`config.mk`:
```
export PLATFORM = sky130hd
export DESIGN_NAME = fft_stage_sequencer
export DESIGN_NICKNAME = d
export VERILOG_FILES = /design/src/rtl/fft_pkg.sv /design/src/rtl/fft_seq_delay.sv /design/src/rtl/fft_stage_sequencer.sv
export SDC_FILE = /design/constraint.sdc
export NUM_CORES = 1
export LEC_CHECK = 0
export ABC_AREA = 0
export CAP_MARGIN = 20
export CORE_MARGIN = 5
export CORE_UTILIZATION = 35
export CTS_BUF_LIST = sky130_fd_sc_hd__clkbuf_16
export DETAILED_ROUTE_END_ITERATION = 8
export GPL_ROUTABILITY_DRIVEN = 0
export PLACE_DENSITY_LB_ADDON = 0.3
export SYNTH_ARGS = -nofsm -noshare
export SYNTH_HDL_FRONTEND = slang
export SYNTH_SLANG_ARGS = --single-unit
```
`constraint.sdc`:
```
create_clock -name clk_i -period 3.3 [get_ports clk_i]
set_clock_uncertainty 0.15 [all_clocks]
set_input_delay 0.495 -clock clk_i [delete_from_list [all_inputs] [get_ports clk_i]]
set_output_delay 0.495 -clock clk_i [all_outputs]
set_load 0.005 [all_outputs]
```
`src/rtl/fft_pkg.sv`:
```
// Shared types, constants and address helpers for the 512-point radix-2 FFT sequencer.
package fft_pkg;

   localparam int unsigned LOG2N    = 9;
   localparam int unsigned NPTS     = 1 << LOG2N;
   localparam int unsigned NBFLY    = NPTS / 2;
   localparam int unsigned RD_LAT   = 1;
   localparam int unsigned BFLY_LAT = 1;
   localparam int unsigned WR_DLY   = RD_LAT + BFLY_LAT;
   localparam int unsigned STAGE_W  = 4;

   typedef logic [LOG2N-1:0]   adr_t;
   typedef logic [LOG2N-2:0]   bfly_t;
   typedef logic [STAGE_W-1:0] stage_t;

   typedef enum logic [1:0] {IDLE, RUN, DRAIN, DONE} seq_state_t;

   // Payload carried down the write pipe alongside the read addresses.
   typedef struct packed {
      logic we;
      adr_t adr_a;
      adr_t adr_b;
   } wr_req_t;

   // Rotate left within LOG2N bits; s is always below LOG2N.
   function automatic adr_t rotl(input adr_t x, input stage_t s);
      return (x << s) | (x >> (STAGE_W'(LOG2N) - s));
   endfunction

   // Butterfly operand address: pair bit inserted at LSB, then rotated to bit position s.
   function automatic adr_t bfly_adr(input bfly_t b, input logic odd, input stage_t s);
      return rotl({b, odd}, s);
   endfunction

   // Twiddle index keeps only the top s bits of the butterfly counter.
   function automatic adr_t twiddle(input bfly_t b, input stage_t s);
      bfly_t ones;
      ones = '1;
      return {1'b0, b & ~(ones >> s)};
   endfunction

endpackage

```
`src/rtl/fft_seq_delay.sv`:
```
// Fixed-depth shift register used to align write enable/addresses with the butterfly output.
module fft_seq_delay #(
   parameter int unsigned WIDTH = 1,
   parameter int unsigned DEPTH = 2
) (
   input  logic             clk_i,
   input  logic             reset_i,
   input  logic [WIDTH-1:0] d_i,
   output logic [WIDTH-1:0] q_o
);

   logic [WIDTH-1:0] pipe_q [DEPTH];

   // Shift one stage per cycle; reset flushes every in-flight entry.
   always_ff @(posedge clk_i) begin
      if (reset_i) begin
         for (int i = 0; i < DEPTH; i++) begin
            pipe_q[i] <= '0;
         end
      end else begin
         pipe_q[0] <= d_i;
         for (int i = 1; i < DEPTH; i++) begin
            pipe_q[i] <= pipe_q[i-1];
         end
      end
   end

   assign q_o = pipe_q[DEPTH-1];

endmodule

```
`src/rtl/fft_stage_sequencer.sv`:
```
// Stage/butterfly sequencer for the in-place radix-2 FFT: drives ping-pong RAM read/write
// addresses, write enable and twiddle ROM address.
// Optional build macro FFT_SEQ_CYCLE_COUNT_EN adds cycle_count_o (busy-cycle counter).
module fft_stage_sequencer
   import fft_pkg::*;
(
   input  logic             clk_i,
   input  logic             reset_i,
   input  logic             start_i,
   output logic             busy_o,
   output logic             done_o,
   output logic             rd_bank_o,
   output logic [LOG2N-1:0] rd_adr_a_o,
   output logic [LOG2N-1:0] rd_adr_b_o,
   output logic [LOG2N-1:0] twiddle_address_o,
   output logic             we_o,
   output logic [LOG2N-1:0] wr_adr_a_o,
   output logic [LOG2N-1:0] wr_adr_b_o,
   output logic             result_bank_o,
`ifdef FFT_SEQ_CYCLE_COUNT_EN
   output logic [15:0]      cycle_count_o,
`endif
   output logic [3:0]       stage_o
);

   localparam int unsigned CNT_W = $clog2(WR_DLY + 1);
   typedef logic [CNT_W-1:0] cnt_t;

   seq_state_t state_q;
   logic       busy_q;
   logic       done_q;
   logic       issue_q;
   stage_t     stage_q;
   bfly_t      b_q;
   cnt_t       drain_q;
   adr_t       rd_adr_a_q;
   adr_t       rd_adr_b_q;
   adr_t       twiddle_q;

   bfly_t      b_inc_c;
   stage_t     stage_inc_c;
   logic       last_bfly_c;
   logic       last_stage_c;
   logic       drain_end_c;
   wr_req_t    wr_req_in_c;
   wr_req_t    wr_req_out_c;

   // Counter increments and terminal-count decodes.
   always_comb begin
      b_inc_c      = b_q + bfly_t'(1);
      stage_inc_c  = stage_q + stage_t'(1);
      last_bfly_c  = (b_q == bfly_t'(NBFLY - 1));
      last_stage_c = (stage_q == stage_t'(LOG2N - 1));
      drain_end_c  = (drain_q == cnt_t'(WR_DLY - 1));
   end

   // Sequencer FSM: one butterfly issued per RUN cycle, DRAIN lets the last writes land.
   always_ff @(posedge clk_i) begin
      if (reset_i) begin
         state_q    <= IDLE;
         busy_q     <= 1'b0;
         done_q     <= 1'b0;
         issue_q    <= 1'b0;
         stage_q    <= '0;
         b_q        <= '0;
         drain_q    <= '0;
         rd_adr_a_q <= '0;
         rd_adr_b_q <= '0;
         twiddle_q  <= '0;
      end else begin
         done_q  <= 1'b0;
         issue_q <= 1'b0;
         case (state_q)
            IDLE: begin
               if (start_i) begin
                  state_q    <= RUN;
                  busy_q     <= 1'b1;
                  issue_q    <= 1'b1;
                  stage_q    <= '0;
                  b_q        <= '0;
                  rd_adr_a_q <= bfly_adr('0, 1'b0, '0);
                  rd_adr_b_q <= bfly_adr('0, 1'b1, '0);
                  twiddle_q  <= twiddle('0, '0);
               end
            end
            RUN: begin
               if (last_bfly_c) begin
                  state_q <= DRAIN;
                  drain_q <= '0;
               end else begin
                  issue_q    <= 1'b1;
                  b_q        <= b_inc_c;
                  rd_adr_a_q <= bfly_adr(b_inc_c, 1'b0, stage_q);
                  rd_adr_b_q <= bfly_adr(b_inc_c, 1'b1, stage_q);
                  twiddle_q  <= twiddle(b_inc_c, stage_q);
               end
            end
            DRAIN: begin
               if (!drain_end_c) begin
                  drain_q <= drain_q + cnt_t'(1);
               end else if (last_stage_c) begin
                  state_q <= DONE;
                  busy_q  <= 1'b0;
                  done_q  <= 1'b1;
               end else begin
                  state_q    <= RUN;
                  issue_q    <= 1'b1;
                  stage_q    <= stage_inc_c;
                  b_q        <= '0;
                  rd_adr_a_q <= bfly_adr('0, 1'b0, stage_inc_c);
                  rd_adr_b_q <= bfly_adr('0, 1'b1, stage_inc_c);
                  twiddle_q  <= twiddle('0, stage_inc_c);
               end
            end
            DONE: begin
               state_q <= IDLE;
            end
            default: begin
               state_q <= IDLE;
               busy_q  <= 1'b0;
            end
         endcase
      end
   end

   // Writes are the issued reads delayed by RAM read latency plus butterfly latency.
   always_comb begin
      wr_req_in_c       = '0;
      wr_req_in_c.we    = issue_q;
      wr_req_in_c.adr_a = rd_adr_a_q;
      wr_req_in_c.adr_b = rd_adr_b_q;
   end

   fft_seq_delay #(
      .WIDTH ($bits(wr_req_t)),
      .DEPTH (WR_DLY)
   ) u_wr_pipe (
      .clk_i   (clk_i),
      .reset_i (reset_i),
      .d_i     (wr_req_in_c),
      .q_o     (wr_req_out_c)
   );

`ifdef FFT_SEQ_CYCLE_COUNT_EN
   logic [15:0] cycle_count_q;

   // Busy-cycle counter: cleared by an accepted start, frozen once the transform ends.
   always_ff @(posedge clk_i) begin
      if (reset_i) begin
         cycle_count_q <= '0;
      end else if (state_q == IDLE && start_i) begin
         cycle_count_q <= '0;
      end else if (busy_q) begin
         cycle_count_q <= cycle_count_q + 16'd1;
      end
   end

   assign cycle_count_o = cycle_count_q;
`endif

   assign busy_o            = busy_q;
   assign done_o            = done_q;
   assign rd_bank_o         = stage_q[0];
   assign rd_adr_a_o        = rd_adr_a_q;
   assign rd_adr_b_o        = rd_adr_b_q;
   assign twiddle_address_o = twiddle_q;
   assign we_o              = wr_req_out_c.we;
   assign wr_adr_a_o        = wr_req_out_c.adr_a;
   assign wr_adr_b_o        = wr_req_out_c.adr_b;
   // Each stage flips the bank, so an odd stage count leaves the spectrum in bank 1.
   assign result_bank_o     = 1'(LOG2N % 2);
   assign stage_o           = stage_q;

endmodule

```
==> impl_results.md, run 1 <==
- Run status: complete, no violations
- Vias in the first global route: 3567
- Max-capacitance violation count: 0
- Net count after synthesis: 541
- Drt first-iter violations: 336
- Die footprint: 14530 sq um
- Vertical die dimension: 120.5 um
- WL final: 11.49 mm
- Commonest cells after routing, fill and taps aside: dfxtp_1 (83), clkdlybuf4s50_1 (53), nand2_1 (48)
- Cell area after synthesis: 4277 sq um
- Share of final-layout standard cells stronger than drive strength 1: 0.07078
- Num CTS Buffers: 9
- Number of buffers added for setup after CTS: 0
- Hold WC Path Type: reg -> reg
- TritonCTS clock tree: done
- Transition time at the pin with the least slew margin: 0.7626 ns
- First-pass GRT wire length: 18.34 mm
- Initial Utilization: 0.3560
- Critical path launch point type: register
- Count of hold buffers inserted by post-cts repair: 0
- Detail-routed net length per standard cell: 16.45 um
- Combined global-route utilization of all metal layers: 0.1572
- Min Clock Period, post-route: 2.814 ns
- Async SR Flop Fraction: 0
- Flop and latch count out of synthesis: 83
- Critical path start-end classification: reg -> reg
- Slew Limit Fails: 0
- Detailed-route vias per instance: 5.589
- Normalized max-slew margin: 0.4916
- Hold violation count in the final report: 0
- Data arrival, critical path: 2.95 ns
- Leftover overflow at the end of global routing: 0
- Count of antenna diodes in the layout: 0
- Initial antenna violation count: 0
- Synthesized instance count: 521
- Number of flops mapped to enable cells by yosys: 0
- Maximum clock insertion buffer count: 2
- Fmax: 355.3 MHz
- Most instantiated flip-flop cell in the synthesis netlist: dfxtp_1
- Power density over the cells: 529.8 nW/um^2
- Nature of the critical path endpoint: register
- DRC viols: 0
- Unrepaired setup endpoints after global routing: false
- Library cells used by synthesis: 54
- Leakage: 1.839 nW
- Worst-path maximum fanout: 23
- Seq/Total Area, Yosys: 0.3885
- Worst EP required: 3.44 ns
- Share of the clock period used by the worst path: 0.8528
- Final TNS setup: 0 ns
- Later-pin clock latency in the skew report: 0.34 ns
- Port-buffer cells: 54
- Row count: 40
- Overall die width: 120.5 um
- Routed via count: 3901
- Final count of negative-setup-slack endpoints: 0
- Placeable core area: 12010 sq um
- Pre-antenna DRT Iters: 6
- Clock Tree Root: clkbuf_16
- Final layout net count: 566
- TritonCTS Sinks: 83
- Number of ports placed on the die boundary: 57
- CTS H-Tree Depth: 3
- Total power consumption of the routed design: 2.701 mW
- Maximum number of pins on one net before global-route repair: 75
- Remaining antenna violation count: 0
- Placed wire-length estimate after detailed placement: 8.178 mm
- Mean post-synth cell area: 8.208 sq um
- Maximum resistive drop on vdd: 0.2523 mV
- Post-cts repair resize count: 0
- Most frequent standard cell in the layout excluding fill and tap cells: dfxtp_1
- Area delta synth->final: 19.22%
- Clock-pin transition on the worst setup and hold timing paths: 0.07 ns
- Synthesis warning total: 0
==> area by class of cell <==
cell class                      count  area (sq um)
Clock buffer                        9         225.2
Timing Repair Buffer               72         670.6
Sequential cell                    83          1662
Fill cell                        1250          6913
Tap cell                          147         183.9
Multi-Input combinational cell    368          2258
Inverter                           12         45.04
Clock inverter                      7         53.80
==> registers in the layout, summed over array words and instances (netlist names), 2 cells and up <==
name	count
rd_adr_a_o	9
state_q	2
twiddle_address_o	8
drain_q	2
b_q	8
stage_o	4
rd_adr_b_o	9
u_wr_pipe.pipe_q	38
==> logic make-up after synthesis <==
| kind of cell | synth area share |
|---|---|
| fa+ha+maj | 0.04974 |
| buf+inv | 0.08338 |
| simple gates | 0.2434 |
| xor+xnor | 0.01638 |
| mux | 0.009363 |
| flops | 0.3885 |
| compound gates | 0.2074 |
| other cells | 0.001756 |
==> worst paths after layout <==
path | startpoint | endpoint | slack [ns] | cells after the start
worst max-delay path | state_q[0] | rd_adr_b_o[3] | 0.49 | 8
worst min register to register | u_wr_pipe.pipe_q[0][8] | u_wr_pipe.pipe_q[0][27] | 0.28 | 1
worst min-delay path | u_wr_pipe.pipe_q[0][8] | u_wr_pipe.pipe_q[0][27] | 0.28 | 1
worst max register to register | state_q[0] | rd_adr_b_o[3] | 0.49 | 8
==> routing by layer <==
layer	GRT usage	part of all wire	up-vias	routed length, um
met4	0.07153	0.033	0	375
li1	-	-	1867	-
met2	0.2312	0.42	197	4829
met1	0.2182	0.46	1806	5334
met5	0	0	-	0
met3	0.03601	0.082	31	945
==> through the flow <==
stage          utilization  hold slack [ns]  std cells  instance area [sq um]  worst slack (ns)
6_report            0.4245           0.2840        698                   5099            0.4858
3_5_place_dp        0.4013           0.2720        682                   4820            0.4473
2_1_floorplan            -           0.2638        521                   4277            0.2969
5_1_grt             0.4245           0.3054        698                   5099            0.3259
3_3_place_gp        0.4013           0.2654        682                   4820            0.4969
4_1_cts             0.4245           0.2867        698                   5099            0.4942
==> cells in the mapped netlist (6+ instances only) <==
| library cell | number | area share |
|---|---|---|
| dfxtp_1 | 83 | 0.39 |
| nand2_1 | 48 | 0.042 |
| nor2b_1 | 46 | 0.067 |
| nor2_1 | 43 | 0.038 |
| a21oi_1 | 34 | 0.040 |
| clkbuf_1 | 29 | 0.025 |
| o21ai_0 | 25 | 0.029 |
| buf_4 | 21 | 0.037 |
| ha_1 | 17 | 0.050 |
| nor3_1 | 16 | 0.019 |
| nand3_1 | 15 | 0.018 |
| o211ai_1 | 13 | 0.023 |
| inv_1 | 12 | 0.011 |
| nand2b_1 | 8 | 0.012 |
| a211o_1 | 7 | 0.014 |
| or3_1 | 7 | 0.010 |
| a22oi_1 | 6 | 0.011 |
| a32oi_1 | 6 | 0.012 |
| buf_2 | 6 | 0.0070 |
| xnor2_1 | 6 | 0.012 |
==> critical path: stages (launching register included) <==
cell and delay [ns]:
dfxtp_1 0.40, inv_1 0.10, ha_1 0.38, nor2b_1 0.24, a2111o_1 0.40, a21o_1 0.20
buf_4 0.21, o41ai_1 0.49, a211o_1 0.18
==> report_power, final <==
group	total (mW)	internal, mW	switching (mW)	leakage, nW
logic	0.665	0.229	0.436	1.04
clock network	0.943	0.513	0.430	0.127
registers	1.09	1.05	0.0424	0.670
(Power assumes the default switching activity.)
==> inputs of run 2 (changes only) <==
GPL_ROUTABILITY_DRIVEN = default   (was 0)
==> run 2 against run 1 <==
Global-route usage is 0.97 points higher; clock-buffer cell count unchanged; hold slack worse by 0.0021 ns; total power grew 3.1%; sequential share of layout area down 0.29 points; non-clock buffer count rose by 3; critical path depth decreased by 1; highest routed layer unchanged; routed wire length rose by 5.8%.
==> impl_results.md, run 2 (synthesis gave the netlist of run 1 again) <==
- # fillers: 1236 (was 1250)
- Leakage: 1.872 nW (was 1.839 nW)
- Vias in the first global route: 3575 (was 3567)
- Number of buffers added for setup after CTS: 0 (unchanged)
- Most flop-heavy register: u_wr_pipe.pipe_q (unchanged)
- Switching Share: 0.3259 (was 0.3362)
- Part of the power in combinational logic: 0.242 (was 0.246)
- Remaining antenna violation count: 0 (unchanged)
- First-pass GRT wire length: 19.33 mm (was 18.34 mm)
- Share of the clock period used by the worst path: 0.8340 (was 0.8528)
- Hold WC Path Type: reg -> reg (unchanged)
- Initial antenna violation count: 0 (unchanged)
- TritonCTS clock tree: done (unchanged)
- Final weighted congestion of routability-driven global placement: 0.9613
- Later-pin clock latency in the skew report: 0.34 ns (about the same)
- Detail-routed net length per standard cell: 17.33 um (was 16.45 um)
- Normalized max-slew margin: 0.5032 (was 0.4916)
- Count of antenna diodes in the layout: 0 (unchanged)
- Nature of the critical path endpoint: register (unchanged)
- Internal reg-to-reg setup slack: 0.55 ns (was 0.49 ns)
- Worst EP required: 3.43 ns (was 3.44 ns)
- Clock Tree Root: clkbuf_16 (unchanged)
- Slew Limit Fails: 0 (unchanged)
- Critical path start-end classification: reg -> reg (unchanged)
- Detailed-route vias per instance: 5.451 (was 5.589)
- Data arrival, critical path: 2.89 ns (was 2.95 ns)
- Cell depth of the worst flop-to-flop path: 7 (was 8)
- Launch instance of the worst register-to-register path: b_q[0] (was state_q[0])
- Drt first-iter violations: 349 (was 336)
- Maximum number of pins on one net before global-route repair: 75 (unchanged)
- Leftover overflow at the end of global routing: 0 (unchanged)
- Source of the critical timing path: b_q[0] (was state_q[0])
- Maximum clock insertion buffer count: 2 (unchanged)
- CTS H-Tree Depth: 3 (unchanged)
- Share of final-layout standard cells stronger than drive strength 1: 0.07581 (was 0.07078)
- End point of the critical path: rd_adr_a_o[5] (was rd_adr_b_o[3])
- Hold violation count in the final report: 0 (unchanged)
- TritonCTS Sinks: 83 (unchanged)
- Critical path launch point type: register (unchanged)
- Final instance count without filler cells: 701 (was 698)
- Number of cells in the design after placement: 685 (was 682)
- WL final: 12.15 mm (was 11.49 mm)
- Overall die width: 120.5 um (unchanged)
- Run status: complete, no violations (unchanged)
- Sw Pwr: 907.4 uW (was 908.1 uW)
- Vertical die dimension: 120.5 um (unchanged)
- Most frequent standard cell in the layout excluding fill and tap cells: dfxtp_1 (unchanged)
- Max-capacitance violation count: 0 (unchanged)
- Placeable core area: 12010 sq um (unchanged)
- Post-cts repair resize count: 0 (unchanged)
- Power density over the cells: 541.1 nW/um^2 (was 529.8 nW/um^2)
- Internal power: 1.877 mW (was 1.793 mW)
- Clock power share: 0.366 (was 0.349)
- Num CTS Buffers: 9 (unchanged)
- Final count of negative-setup-slack endpoints: 0 (unchanged)
- Routed via count: 3821 (was 3901)
- Pre-antenna DRT Iters: 7 (was 6)
- Maximum resistive drop on vdd: 0.3870 mV (was 0.2523 mV)
- Final TNS setup: 0 ns (unchanged)
- R2R Path End: rd_adr_a_o[5] (was rd_adr_b_o[3])
- Initial Utilization: 0.3560 (unchanged)
- Die footprint: 14530 sq um (unchanged)
- Min Clock Period, post-route: 2.752 ns (was 2.814 ns)
- Unrepaired setup endpoints after global routing: false (unchanged)
- Placed wire-length estimate after detailed placement: 8.614 mm (was 8.178 mm)
- Launch point of the worst hold path: u_wr_pipe.pipe_q[0][15] (was u_wr_pipe.pipe_q[0][8])
- Count of hold buffers inserted by post-cts repair: 0 (unchanged)
- Final layout net count: 569 (was 566)
- DRC viols: 0 (unchanged)
- Number of ports placed on the die boundary: 57 (unchanged)
- Fmax: 363.3 MHz (was 355.3 MHz)
- Transition time at the pin with the least slew margin: 0.7452 ns (was 0.7626 ns)
- Row count: 40 (unchanged)
- Flop pwr share: 0.392 (was 0.405)
- Commonest cells after routing, fill and taps aside: dfxtp_1 (83), clkdlybuf4s50_1 (53), nand2_1 (48) (unchanged)
- Area delta synth->final: 20.30% (was 19.22%)
- Worst-path maximum fanout: 10 (was 23)
- Port-buffer cells: 54 (unchanged)
- Clock-pin transition on the worst setup and hold timing paths: 0.06 ns (was 0.07 ns)
- Combined global-route utilization of all metal layers: 0.1669 (was 0.1572)
- Number of flip-flops in the largest register: 38 (unchanged)
-- run 2: worst min-delay path by stage --
stage | to | depth (start not counted)
3_3_place_gp | u_wr_pipe.pipe_q[0][34] | 1
6_report | u_wr_pipe.pipe_q[0][34] | 1
3_5_place_dp | u_wr_pipe.pipe_q[0][24] | 1
4_1_cts | u_wr_pipe.pipe_q[0][34] | 1
5_1_grt | u_wr_pipe.pipe_q[0][37] | 1
2_1_floorplan | u_wr_pipe.pipe_q[0][18] | 1
-- run 2: power groups by stage --
stage | logic [mW] | registers, mW | clock network [mW]
after detailed placement | 0.659 | 1.11 | 0
after CTS | 0.662 | 1.09 | 1.05
after floorplan | 0.452 | 1.10 | 0
after global routing | 0.736 | 1.10 | 1.08
after global placement | 0.653 | 1.11 | 0
final | 0.674 | 1.09 | 1.02
-- run 2: layout make-up --
type	instances	area, sq um	share of cell area
Sequential cell	83	1662	0.3230
Clock buffer	9	225.2	0.04377
Timing Repair Buffer	75	693.2	0.1347
Clock inverter	7	77.57	0.01508
Tap cell	147	183.9	0.03575
Multi-Input combinational cell	368	2258	0.4390
Inverter	12	45.04	0.008755
-- run 2: stage by stage --
step	hold slack (ns)	cell area [sq um]	power [mW]	util	setup slack, ns
finish	0.2819	5145	2.784	0.4283	0.5478
global route	0.2971	5145	2.918	0.4283	0.4194
floorplan	0.2638	4277	1.551	-	0.2969
global placement	0.2663	4842	1.765	0.4031	0.4873
detailed placement	0.2726	4842	1.772	0.4031	0.4630
CTS	0.2867	5145	2.798	0.4283	0.5807
-- run 2: worst max-delay path, stage by stage (launching register included) --
cell and delay [ns]:
dfxtp_1 0.51, ha_1 0.35, and3_1 0.33, xnor2_1 0.15, and2_1 0.21, a211o_1 0.26, a311oi_1 0.49, a221o_1 0.24
-- run 2: routing by layer --
metal	GRT usage	up-vias	part of all wire
met1	0.2313	1788	0.47
met2	0.2567	140	0.45
met5	0	-	0
li1	-	1873	-
met3	0.03929	20	0.065
met4	0.05241	0	0.019
==> inputs of run 3 (changes only) <==
clock period = 2.5 ns   (was 3.3 ns; I/O delays follow)
==> run 3 against run 2 <==
Sequential power rose by 31%; register-to-register slack worse by 0.50 ns; clock-buffer cell count unchanged; total power rose by 42%; hold slack barely moved; cell count up 6.3%; non-clock buffer count increased by 45; global-route usage grew 1.0 points; first-iteration DRC count is 7.2% lower; flip-flop and latch count unchanged; critical path type unchanged; largest cell class unchanged.
==> impl_results.md, run 3 (synthesis gave the netlist of run 1 again) <==
- Data arrival, critical path: 2.59 ns (was 2.89 ns)
- Clock Tree Root: clkbuf_16 (unchanged)
- Final instance count without filler cells: 745 (was 701)
- Power density over the cells: 707.2 nW/um^2 (was 541.1 nW/um^2)
- Remaining antenna violation count: 0 (unchanged)
- Run status: complete, no violations (unchanged)
- Multi-input gate area: 2328 sq um (was 2258 sq um)
- Placeable core area: 12010 sq um (unchanged)
- Maximum clock insertion buffer count: 2 (unchanged)
- Most flop-heavy register: u_wr_pipe.pipe_q (unchanged)
- Count of antenna diodes in the layout: 0 (unchanged)
- TritonCTS clock tree: done (unchanged)
- Detailed-route vias per instance: 5.431 (was 5.451)
- Pre-antenna DRT Iters: 5 (was 7)
- Share of the clock period used by the worst path: 0.9792 (was 0.8340)
- CTS H-Tree Depth: 3 (unchanged)
- TritonCTS Sinks: 83 (unchanged)
- Slew Limit Fails: 0 (unchanged)
- Die footprint: 14530 sq um (unchanged)
- Num CTS Buffers: 9 (unchanged)
- Detail-routed net length per standard cell: 17.01 um (was 17.33 um)
- Utilization of the core after routing: 0.4646 (was 0.4283)
- Max-capacitance violation count: 0 (unchanged)
- Share of final-layout standard cells stronger than drive strength 1: 0.1689 (was 0.07581)
- Maximum number of pins on one net before global-route repair: 47 (was 75)
- # fillers: 1193 (was 1236)
- Overall die width: 120.5 um (unchanged)
- Routing layer with the top usage in global route: met2 (unchanged)
- Combined global-route utilization of all metal layers: 0.1771 (was 0.1669)
- Hold WC Path Type: reg -> reg (unchanged)
- Most frequent standard cell in the layout excluding fill and tap cells: dfxtp_1 (unchanged)
- Maximum resistive drop on vdd: 0.4882 mV (was 0.3870 mV)
- Initial antenna violation count: 0 (unchanged)
- Leakage: 2.098 nW (was 1.872 nW)
- Area of all sequential standard cells: 1672 sq um (was 1662 sq um)
- Count of hold buffers inserted by post-cts repair: 0 (unchanged)
- Leftover overflow at the end of global routing: 0 (unchanged)
- Critical path start-end classification: reg -> reg (unchanged)
- Total power consumption of the routed design: 3.946 mW (was 2.784 mW)
- Area delta synth->final: 30.49% (was 20.30%)
- Transition time at the pin with the least slew margin: 0.6048 ns (was 0.7452 ns)
- Hold violation count in the final report: 0 (unchanged)
- Number of cells in the design after placement: 729 (was 685)
- Vertical die dimension: 120.5 um (unchanged)
- Later-pin clock latency in the skew report: 0.36 ns (was 0.34 ns)
- Worst-path maximum fanout: 6 (was 10)
- Final layout net count: 614 (was 569)
- Nature of the critical path endpoint: register (unchanged)
- Routed via count: 4046 (was 3821)
- Number of flip-flops in the largest register: 38 (unchanged)
- Clock-pin transition on the worst setup and hold timing paths: 0.06 ns (about the same)
- Initial Utilization: 0.3560 (unchanged)
- Drt first-iter violations: 324 (was 349)
- Final weighted congestion of routability-driven global placement: 0.9293 (was 0.9613)
- GR met2 Demand/Resource: 0.2578 (was 0.2567)
- Final TNS setup: 0 ns (unchanged)
- Row count: 40 (unchanged)
- Number of ports placed on the die boundary: 57 (unchanged)
- Placed wire-length estimate after detailed placement: 9.305 mm (was 8.614 mm)
- DRC viols: 0 (unchanged)
- Global Route met3 Usage: 0.05519 (was 0.03929)
- Normalized max-slew margin: 0.5939 (was 0.5032)
- Critical path launch point type: register (unchanged)
- WL final: 12.67 mm (was 12.15 mm)
- Fmax: 408.5 MHz (was 363.3 MHz)
- Final count of negative-setup-slack endpoints: 0 (unchanged)
- Min Clock Period, post-route: 2.448 ns (was 2.752 ns)
- Port-buffer cells: 54 (unchanged)
- Vias in the first global route: 3879 (was 3575)
- Met1 capacity usage during global routing: 0.2387 (was 0.2313)
- Commonest cells after routing, fill and taps aside: dfxtp_1 (79), buf_4 (63), clkdlybuf4s50_1 (53) (was dfxtp_1 (83), clkdlybuf4s50_1 (53), nand2_1 (48))
- Worst EP required: 2.65 ns (was 3.43 ns)
- First-pass GRT wire length: 20.17 mm (was 19.33 mm)
## run 3: final timing paths
check                                from                       to  slack [ns]  cells past startpoint
setup reg to reg               stage_o[1]            rd_adr_b_o[1]        0.05                      8
setup / recovery               stage_o[1]            rd_adr_b_o[1]        0.05                      8
hold reg to reg   u_wr_pipe.pipe_q[0][13]  u_wr_pipe.pipe_q[0][32]        0.28                      1
hold / removal    u_wr_pipe.pipe_q[0][13]  u_wr_pipe.pipe_q[0][32]        0.28                      1
## run 3: per-layer routing
metal / vias to the layer above / wire length, um / part of all wire
met2: 163 / 5497 / 0.43
met1: 1893 / 5816 / 0.46
met5: - / 0 / 0
met3: 32 / 972 / 0.077
li1: 1958 / - / -
met4: 0 / 382 / 0.030
## run 3: metrics by stage
| stage | worst slack (ns) | hold WS (ns) | area (sq um) |
|---|---|---|---|
| 2_1_floorplan | -0.02861 | 0.2638 | 4353 |
| 3_3_place_gp | -0.003291 | 0.2669 | 5230 |
| 3_5_place_dp | -0.04900 | 0.2704 | 5230 |
| 4_1_cts | 0.06877 | 0.2868 | 5522 |
| 5_1_grt | -0.01853 | 0.2976 | 5580 |
| 6_report | 0.05203 | 0.2815 | 5580 |
## run 3: what timing repair did
item	4_1_cts	5_1_grt
setup endpoints to repair	0	14
gates resized for setup	0	14
buffers inserted	0	1
## run 3: area by class of cell
type,count,share of cell area
multi-input combinational,368,0.4173
timing repair buffer,120,0.1899
inverter,12,0.008072
tap,147,0.03296
clock buffer,9,0.04036
clock inverter,6,0.01188
sequential,83,0.2996
## run 3: report_power, final
group          total (mW)  internal (mW)  leakage (nW)  switching, mW
combinational        1.19          0.514          1.29          0.678
sequential           1.43           1.39         0.673         0.0398
clock                1.33          0.769         0.134          0.559
## run 3: critical path, cell delays in order, from the launching register on
cell      delay, ns
dfxtp_4        0.36
inv_2          0.06
ha_4           0.15
and3b_2        0.23
a2111o_1       0.40
a21o_1         0.24
or4_1          0.50
a21oi_1        0.17
a311o_1        0.13
